**config.mk**
```make
export PLATFORM = sky130hd
export DESIGN_NAME = booth_feeder
export DESIGN_NICKNAME = d
export VERILOG_FILES = /design/src/rtl/booth_feeder.sv
export SDC_FILE = /design/constraint.sdc
export NUM_CORES = 1
export LEC_CHECK = 0
export ABC_AREA = 1
export BUFFER_PORTS_ARGS = -buffer_cell sky130_fd_sc_hd__buf_2
export CAP_MARGIN = 30
export CORE_ASPECT_RATIO = 1.5
export CORE_MARGIN = 1
export CORE_UTILIZATION = 40
export CTS_CLUSTER_SIZE = 40
export DETAILED_ROUTE_END_ITERATION = 8
export PLACE_DENSITY = 0.6
export SLEW_MARGIN = 20
export SYNTH_ARGS = -nofsm -noshare
export SYNTH_HDL_FRONTEND = slang
export SYNTH_SLANG_ARGS = --single-unit
```
**constraint.sdc**
```tcl
create_clock -name clk -period 5.23 [get_ports clk]
set_input_delay 0.523 -clock clk [delete_from_list [all_inputs] [get_ports clk]]
set_output_delay 0.523 -clock clk [all_outputs]
set_load 0.02 [all_outputs]
```
**src/rtl/booth_feeder.sv**
```systemverilog
// booth_feeder: queues signed 4-bit operand pairs, issues them one at a time
// to an external Booth multiplier, and hands each product to a consumer
// through a valid/ready output. A multiplier that never finishes is abandoned
// after TIMEOUT cycles. That pair is dropped and the sticky err flag is set.
module booth_feeder #(
  parameter int DEPTH   = 4,
  parameter int TIMEOUT = 15
) (
  input  logic                   clk,
  input  logic                   rst,
  input  logic                   in_valid,
  output logic                   in_ready,
  input  logic [3:0]             in_x,
  input  logic [3:0]             in_y,
  output logic                   mul_start,
  output logic [3:0]             mul_x,
  output logic [3:0]             mul_y,
  input  logic                   mul_valid,
  input  logic [7:0]             mul_z,
  output logic                   out_valid,
  input  logic                   out_ready,
  output logic [7:0]             out_z,
  output logic [$clog2(DEPTH):0] fifo_count,
  output logic                   err
);

  localparam int AW = $clog2(DEPTH);
  localparam int CW = AW + 1;
  // The wait counter only has to reach TIMEOUT-1.
  localparam int TW = (TIMEOUT > 1) ? $clog2(TIMEOUT) : 1;

  typedef enum logic [1:0] {IDLE, ISSUE, WAIT, HOLD} state_t;

  state_t        state_reg;
  logic [7:0]    mem [DEPTH];
  logic [AW-1:0] wptr_reg;
  logic [AW-1:0] rptr_reg;
  logic [CW-1:0] count_reg;
  logic [TW-1:0] wait_cnt_reg;
  logic          up_reg;       // low during reset and for the first edge after it
  logic          mv_prev_reg;  // mul_valid from the previous cycle, for edge detect

  logic          push;
  logic          pop;
  logic          done;
  logic          expire;
  logic          have_next;
  logic [7:0]    head;
  logic [7:0]    next_head;

  assign in_ready   = up_reg && (count_reg != CW'(DEPTH));
  assign push       = in_valid && in_ready;
  // Only a fresh 0->1 transition while waiting counts as completion.
  assign done       = (state_reg == WAIT) && mul_valid && !mv_prev_reg;
  assign expire     = (state_reg == WAIT) && !done && (wait_cnt_reg == TW'(TIMEOUT - 1));
  // The head entry leaves the FIFO when its product is captured or when it is abandoned.
  assign pop        = done || expire;
  assign head       = mem[rptr_reg];
  // When leaving HOLD, a pair being pushed into an empty FIFO this cycle is
  // already the next one to issue. Forward it straight from the input.
  assign have_next  = (count_reg != '0) || push;
  assign next_head  = (count_reg != '0) ? head : {in_x, in_y};
  assign fifo_count = count_reg;

  // Write the accepted pair into the slot under the write pointer.
  always_ff @(posedge clk) begin
    if (push) begin
      mem[wptr_reg] <= {in_x, in_y};
    end
  end

  // Move the FIFO pointers and the occupancy count. A simultaneous push and pop leaves the count unchanged.
  always_ff @(posedge clk or posedge rst) begin
    if (rst) begin
      wptr_reg  <= '0;
      rptr_reg  <= '0;
      count_reg <= '0;
    end else begin
      if (push) begin
        wptr_reg <= wptr_reg + AW'(1);
      end
      if (pop) begin
        rptr_reg <= rptr_reg + AW'(1);
      end
      case ({push, pop})
        2'b10:   count_reg <= count_reg + CW'(1);
        2'b01:   count_reg <= count_reg - CW'(1);
        default: count_reg <= count_reg;
      endcase
    end
  end

  // Enable acceptance one edge after reset, and track mul_valid for the edge detector.
  always_ff @(posedge clk or posedge rst) begin
    if (rst) begin
      up_reg      <= 1'b0;
      mv_prev_reg <= 1'b0;
    end else begin
      up_reg      <= 1'b1;
      mv_prev_reg <= mul_valid;
    end
  end

  // Sequence each pair through issue, wait, and hold. All outputs are registered.
  always_ff @(posedge clk or posedge rst) begin
    if (rst) begin
      state_reg    <= IDLE;
      mul_start    <= 1'b0;
      mul_x        <= '0;
      mul_y        <= '0;
      out_valid    <= 1'b0;
      out_z        <= '0;
      err          <= 1'b0;
      wait_cnt_reg <= '0;
    end else begin
      mul_start <= 1'b0;
      case (state_reg)
        IDLE: begin
          if (count_reg != '0) begin
            state_reg <= ISSUE;
            mul_start <= 1'b1;
            mul_x     <= head[7:4];
            mul_y     <= head[3:0];
          end
        end
        ISSUE: begin
          state_reg    <= WAIT;
          wait_cnt_reg <= '0;
        end
        WAIT: begin
          if (done) begin
            state_reg <= HOLD;
            out_z     <= mul_z;
            out_valid <= 1'b1;
            mul_x     <= '0;
            mul_y     <= '0;
          end else if (expire) begin
            state_reg <= IDLE;
            err       <= 1'b1;
            mul_x     <= '0;
            mul_y     <= '0;
          end else begin
            wait_cnt_reg <= wait_cnt_reg + TW'(1);
          end
        end
        HOLD: begin
          if (out_ready) begin
            out_valid <= 1'b0;
            if (have_next) begin
              state_reg <= ISSUE;
              mul_start <= 1'b1;
              mul_x     <= next_head[7:4];
              mul_y     <= next_head[3:0];
            end else begin
              state_reg <= IDLE;
            end
          end
        end
        default: state_reg <= IDLE;
      endcase
    end
  end

endmodule

```
==> Flow_metrics.wiki <==
{| class="wikitable"
! Metric !! Value
|-
| Largest stage delay, worst path || between 0.4 and 0.5 ns
|-
| Cell mode on critical path || sky130_fd_sc_hd__inv_1
|-
| Reported max-cap violation count || 0
|-
| Worst R2R Setup Slack || ~2.4 ns
|-
| Remaining antenna violation count after routing || 0
|-
| Part of the cycle the worst path needs || 0.5334
|-
| CP Class || reg -> reg
|-
| Worst clock skew || approximately 0.0063 ns
|-
| Required time at the endpoint of the critical path || 5.44 ns
|-
| Total power consumption of the routed design || 2.249 mW
|-
| Post-layout min period || 2.790 ns
|-
| Skew-Pair Late Insertion Delay || roughly 0.33 ns
|-
| Worst reg2reg path depth || 12
|-
| Syn-to-layout area delta || 20.13%
|-
| Port Buffers || 43
|-
| Post-cts sizing count || 0
|-
| I/O pin count || 44
|-
| Leading cell types in the layout, fill and taps excluded || sky130_fd_sc_hd__nand2_1 (117), sky130_fd_sc_hd__inv_1 (55), sky130_fd_sc_hd__buf_2 (43), sky130_fd_sc_hd__nand3_1 (38), sky130_fd_sc_hd__dfrtp_1 (34)
|-
| Number of pins with negative max-slew slack in the final report || 0
|-
| ANT cells || 0
|-
| Initial antenna violation count || 0
|-
| Post-Synthesis Cell Area || around 0.0031 sq mm
|-
| Root cell of the clock tree || sky130_fd_sc_hd__clkbuf_16
|-
| Site row count || 39
|-
| Effective utilization at floorplan || 0.4132
|-
| Setup repair after global routing missed its margin || no
|-
| Yosys warns || 0
|-
| Largest cells by area after synthesis || sky130_fd_sc_hd__edfxtp_1 (31%), sky130_fd_sc_hd__dfrtp_1 (27%), sky130_fd_sc_hd__nand2_1 (14%)
|-
| Result of the run || finished, final reports clean
|-
| CTS buffer count || 9
|-
| Max Fclk || 0.3584 GHz
|-
| Final non-filler cell total || 497
|-
| Sequential element share of the synthesized area || 0.5760
|-
| Global-route congestion overflow total || 0
|-
| Number of vias after detailed routing || 2311
|-
| Number of buffers between clock root and the deepest sink || 2
|-
| Wire length of the first global-routing pass || 11450 um
|-
| Final total negative setup slack || 0 ns
|-
| Met3 usage in global routing || 0.04288
|-
| # placed instances || 481
|-
| Final setup violation count || 0
|-
| Endpoint class of the critical path || flop
|-
| Largest reg by FF count || mem
|-
| Slowest cell on crit path || sky130_fd_sc_hd__dfrtp_1
|-
| Clock H-tree levels || 3
|-
| Critical Path Start Type || flop
|-
| Layout Nets || 424
|-
| All-Layer GR Usage || 0.1881
|-
| Met2 layer usage reported by global route || 0.3183
|-
| Number of buffers inserted by hold repair at cts || 0
|-
| Die Width || 74.41 um
|-
| Most Used Layer, Global Route || met2
|-
| Static Leakage || 1.935 nW
|-
| Reg-to-reg critical path endpoint || fifo_count[2]
|-
| Area of placed instances || 0.003465 sq mm
|-
| CP Cell Sequence || inv_1 > ha_1 > nand3_4 > inv_1 > a21oi_1 > inv_1 > ha_1 > inv_1 > fa_1 > a21oi_1 > o21ai_0 > xor2_1
|-
| Headroom to the max-slew limit || 0.4286
|-
| Post-synthesis cell type count || 27
|-
| Worst Path Arrival || roughly 3.0 ns
|-
| Post-Route WL || ~6600 um
|-
| Proportion of layout cells with a drive suffix above 1 || 0.1823
|-
| Final Hold Vio Count || 0
|-
| DP Wirelength || 4558 um
|-
| CTS tree || yes
|-
| Drt wl/cell || 13.28 um
|-
| Syn Nets || 375
|-
| Post-detailed-route DRC marker count || 0
|-
| Flip-flop and latch count after synthesis || 66
|-
| Largest register FFs || 32
|-
| Routed vias/inst || 4.650
|-
| Syn avg cell area || 9.224 sq um
|-
| Power density over the cells || a little under 600 mW/mm^2
|-
| Met1 track demand over resource in global routing || 0.2238
|-
| Die height || approximately 110 um
|-
| CTS clock-pin slew for the worst setup and hold paths || roughly 0.060 ns
|-
| Die footprint || 0.008230 sq mm
|-
| Synthesized instance count || 341
|-
| Worst IR Drop VDD || 0.0003778 V
|-
| Class of the worst hold path || in -> async
|-
| Pin count of the biggest net entering global routing || 35
|-
| Drt first-iter violations || 126
|-
| Largest registers || mem (32), out_z (8)
|-
| Yosys top cell area share || 0.3055
|-
| Standard cell core area || 0.007612 sq mm
|-
| Final std cell area, no fill || 0.003779 sq mm
|-
| Number of global-route vias before repair || 2381
|-
| Final core area utilization || 0.4964
|-
| Final-layout fill cell count || 756
|-
| Clock Sinks || 66
|-
| Slew of the pin with the lowest slew margin || around 0.85 ns
|-
| Global placement routability congestion || 0.8000
|-
| Top fanout value on the critical path || 12
|-
| FF-to-FF Start || state_reg[0]
|-
| Most frequent standard cell in the layout excluding fill and tap cells || sky130_fd_sc_hd__nand2_1
|-
| Post CTS Setup Buffer Count || 0
|-
| Detailed-router iteration count before antenna repair || 4
|-
| Cell accounting for the most synthesized area || sky130_fd_sc_hd__edfxtp_1
|-
| Beginning of the critical path || state_reg[0]
|}
==> kinds of logic after synthesis <==
group,count (synthesis),synth area share
flip-flops,66,0.5760
AND/OR/NAND/NOR,173,0.2407
other,1,0.001192
XOR/XNOR,6,0.01671
buffers and inverters,64,0.07916
adder cells (fa/ha/maj),13,0.05410
AO/OA/AOI/OAI,18,0.03222
==> metrics by stage <==
step | hold WS (ns) | worst slack (ns)
5_1_grt | 0.3548 | 2.184
4_1_cts | 0.2885 | 2.429
3_3_place_gp | 0.4603 | 2.563
6_report | 0.2718 | 2.440
2_1_floorplan | 0.4931 | 2.955
3_5_place_dp | 0.4621 | 2.445
==> critical path, delay by kind of cell (launching register included) <==
family          cells  cell delay [ns]
simple gates        1             0.18
xor+xnor            1             0.15
buf+inv             4             0.62
flops               1             0.42
fa+ha+maj           3             0.86
compound gates      3             0.41
==> cell usage after synthesis <==
| library cell | instances |
|---|---|
| sky130_fd_sc_hd__a21boi_0 | 1 |
| sky130_fd_sc_hd__a21oi_1 | 5 |
| sky130_fd_sc_hd__buf_2 | 4 |
| sky130_fd_sc_hd__buf_4 | 1 |
| sky130_fd_sc_hd__clkbuf_1 | 1 |
| sky130_fd_sc_hd__clkinv_1 | 1 |
| sky130_fd_sc_hd__conb_1 | 1 |
| sky130_fd_sc_hd__dfrtp_1 | 34 |
| sky130_fd_sc_hd__edfxtp_1 | 32 |
| sky130_fd_sc_hd__fa_1 | 1 |
| sky130_fd_sc_hd__ha_1 | 12 |
| sky130_fd_sc_hd__inv_1 | 55 |
| sky130_fd_sc_hd__inv_2 | 2 |
| sky130_fd_sc_hd__nand2_1 | 117 |
| sky130_fd_sc_hd__nand3_1 | 38 |
| sky130_fd_sc_hd__nand3_2 | 5 |
| sky130_fd_sc_hd__nand3_4 | 1 |
| sky130_fd_sc_hd__nor2_1 | 9 |
| sky130_fd_sc_hd__nor2_2 | 1 |
| sky130_fd_sc_hd__nor2_4 | 1 |
| sky130_fd_sc_hd__o21ai_0 | 8 |
| sky130_fd_sc_hd__o21ai_1 | 1 |
| sky130_fd_sc_hd__o21ai_2 | 1 |
| sky130_fd_sc_hd__o21bai_1 | 2 |
| sky130_fd_sc_hd__or2_4 | 1 |
| sky130_fd_sc_hd__xnor2_1 | 2 |
| sky130_fd_sc_hd__xor2_1 | 4 |
==> routing by layer <==
layer / vias up / routed length, um
li1: 1168 / -
met1: 1082 / 2754
met2: 50 / 3493
met3: 11 / 228
met4: 0 / 126
met5: - / 0
==> power by group <==
part | internal (mW) | switching (mW)
clock | 0.396 | 0.225
combinational | 0.271 | 0.563
sequential | 0.681 | 0.113
total | 1.35 | 0.900
==> worst max-delay path by stage <==
stage	endpoint	slack, ns
after floorplan	fifo_count[2]	2.95
after global placement	fifo_count[2]	2.56
after detailed placement	fifo_count[2]	2.45
after CTS	fifo_count[2]	2.43
after global routing	fifo_count[2]	2.18
final	fifo_count[2]	2.44
==> layout make-up <==
cell class | instances | area (sq um) | area share
clock buffer | 10 | 250.2 | 0.06623
tap | 102 | 127.6 | 0.03377
clock inverter | 6 | 63.81 | 0.01689
inverter | 58 | 217.7 | 0.05762
timing repair buffer | 44 | 222.7 | 0.05894
sequential | 66 | 1812 | 0.4795
multi-input combinational | 211 | 1085 | 0.2871
No activity file was read; power rests on OpenSTA's default activity.
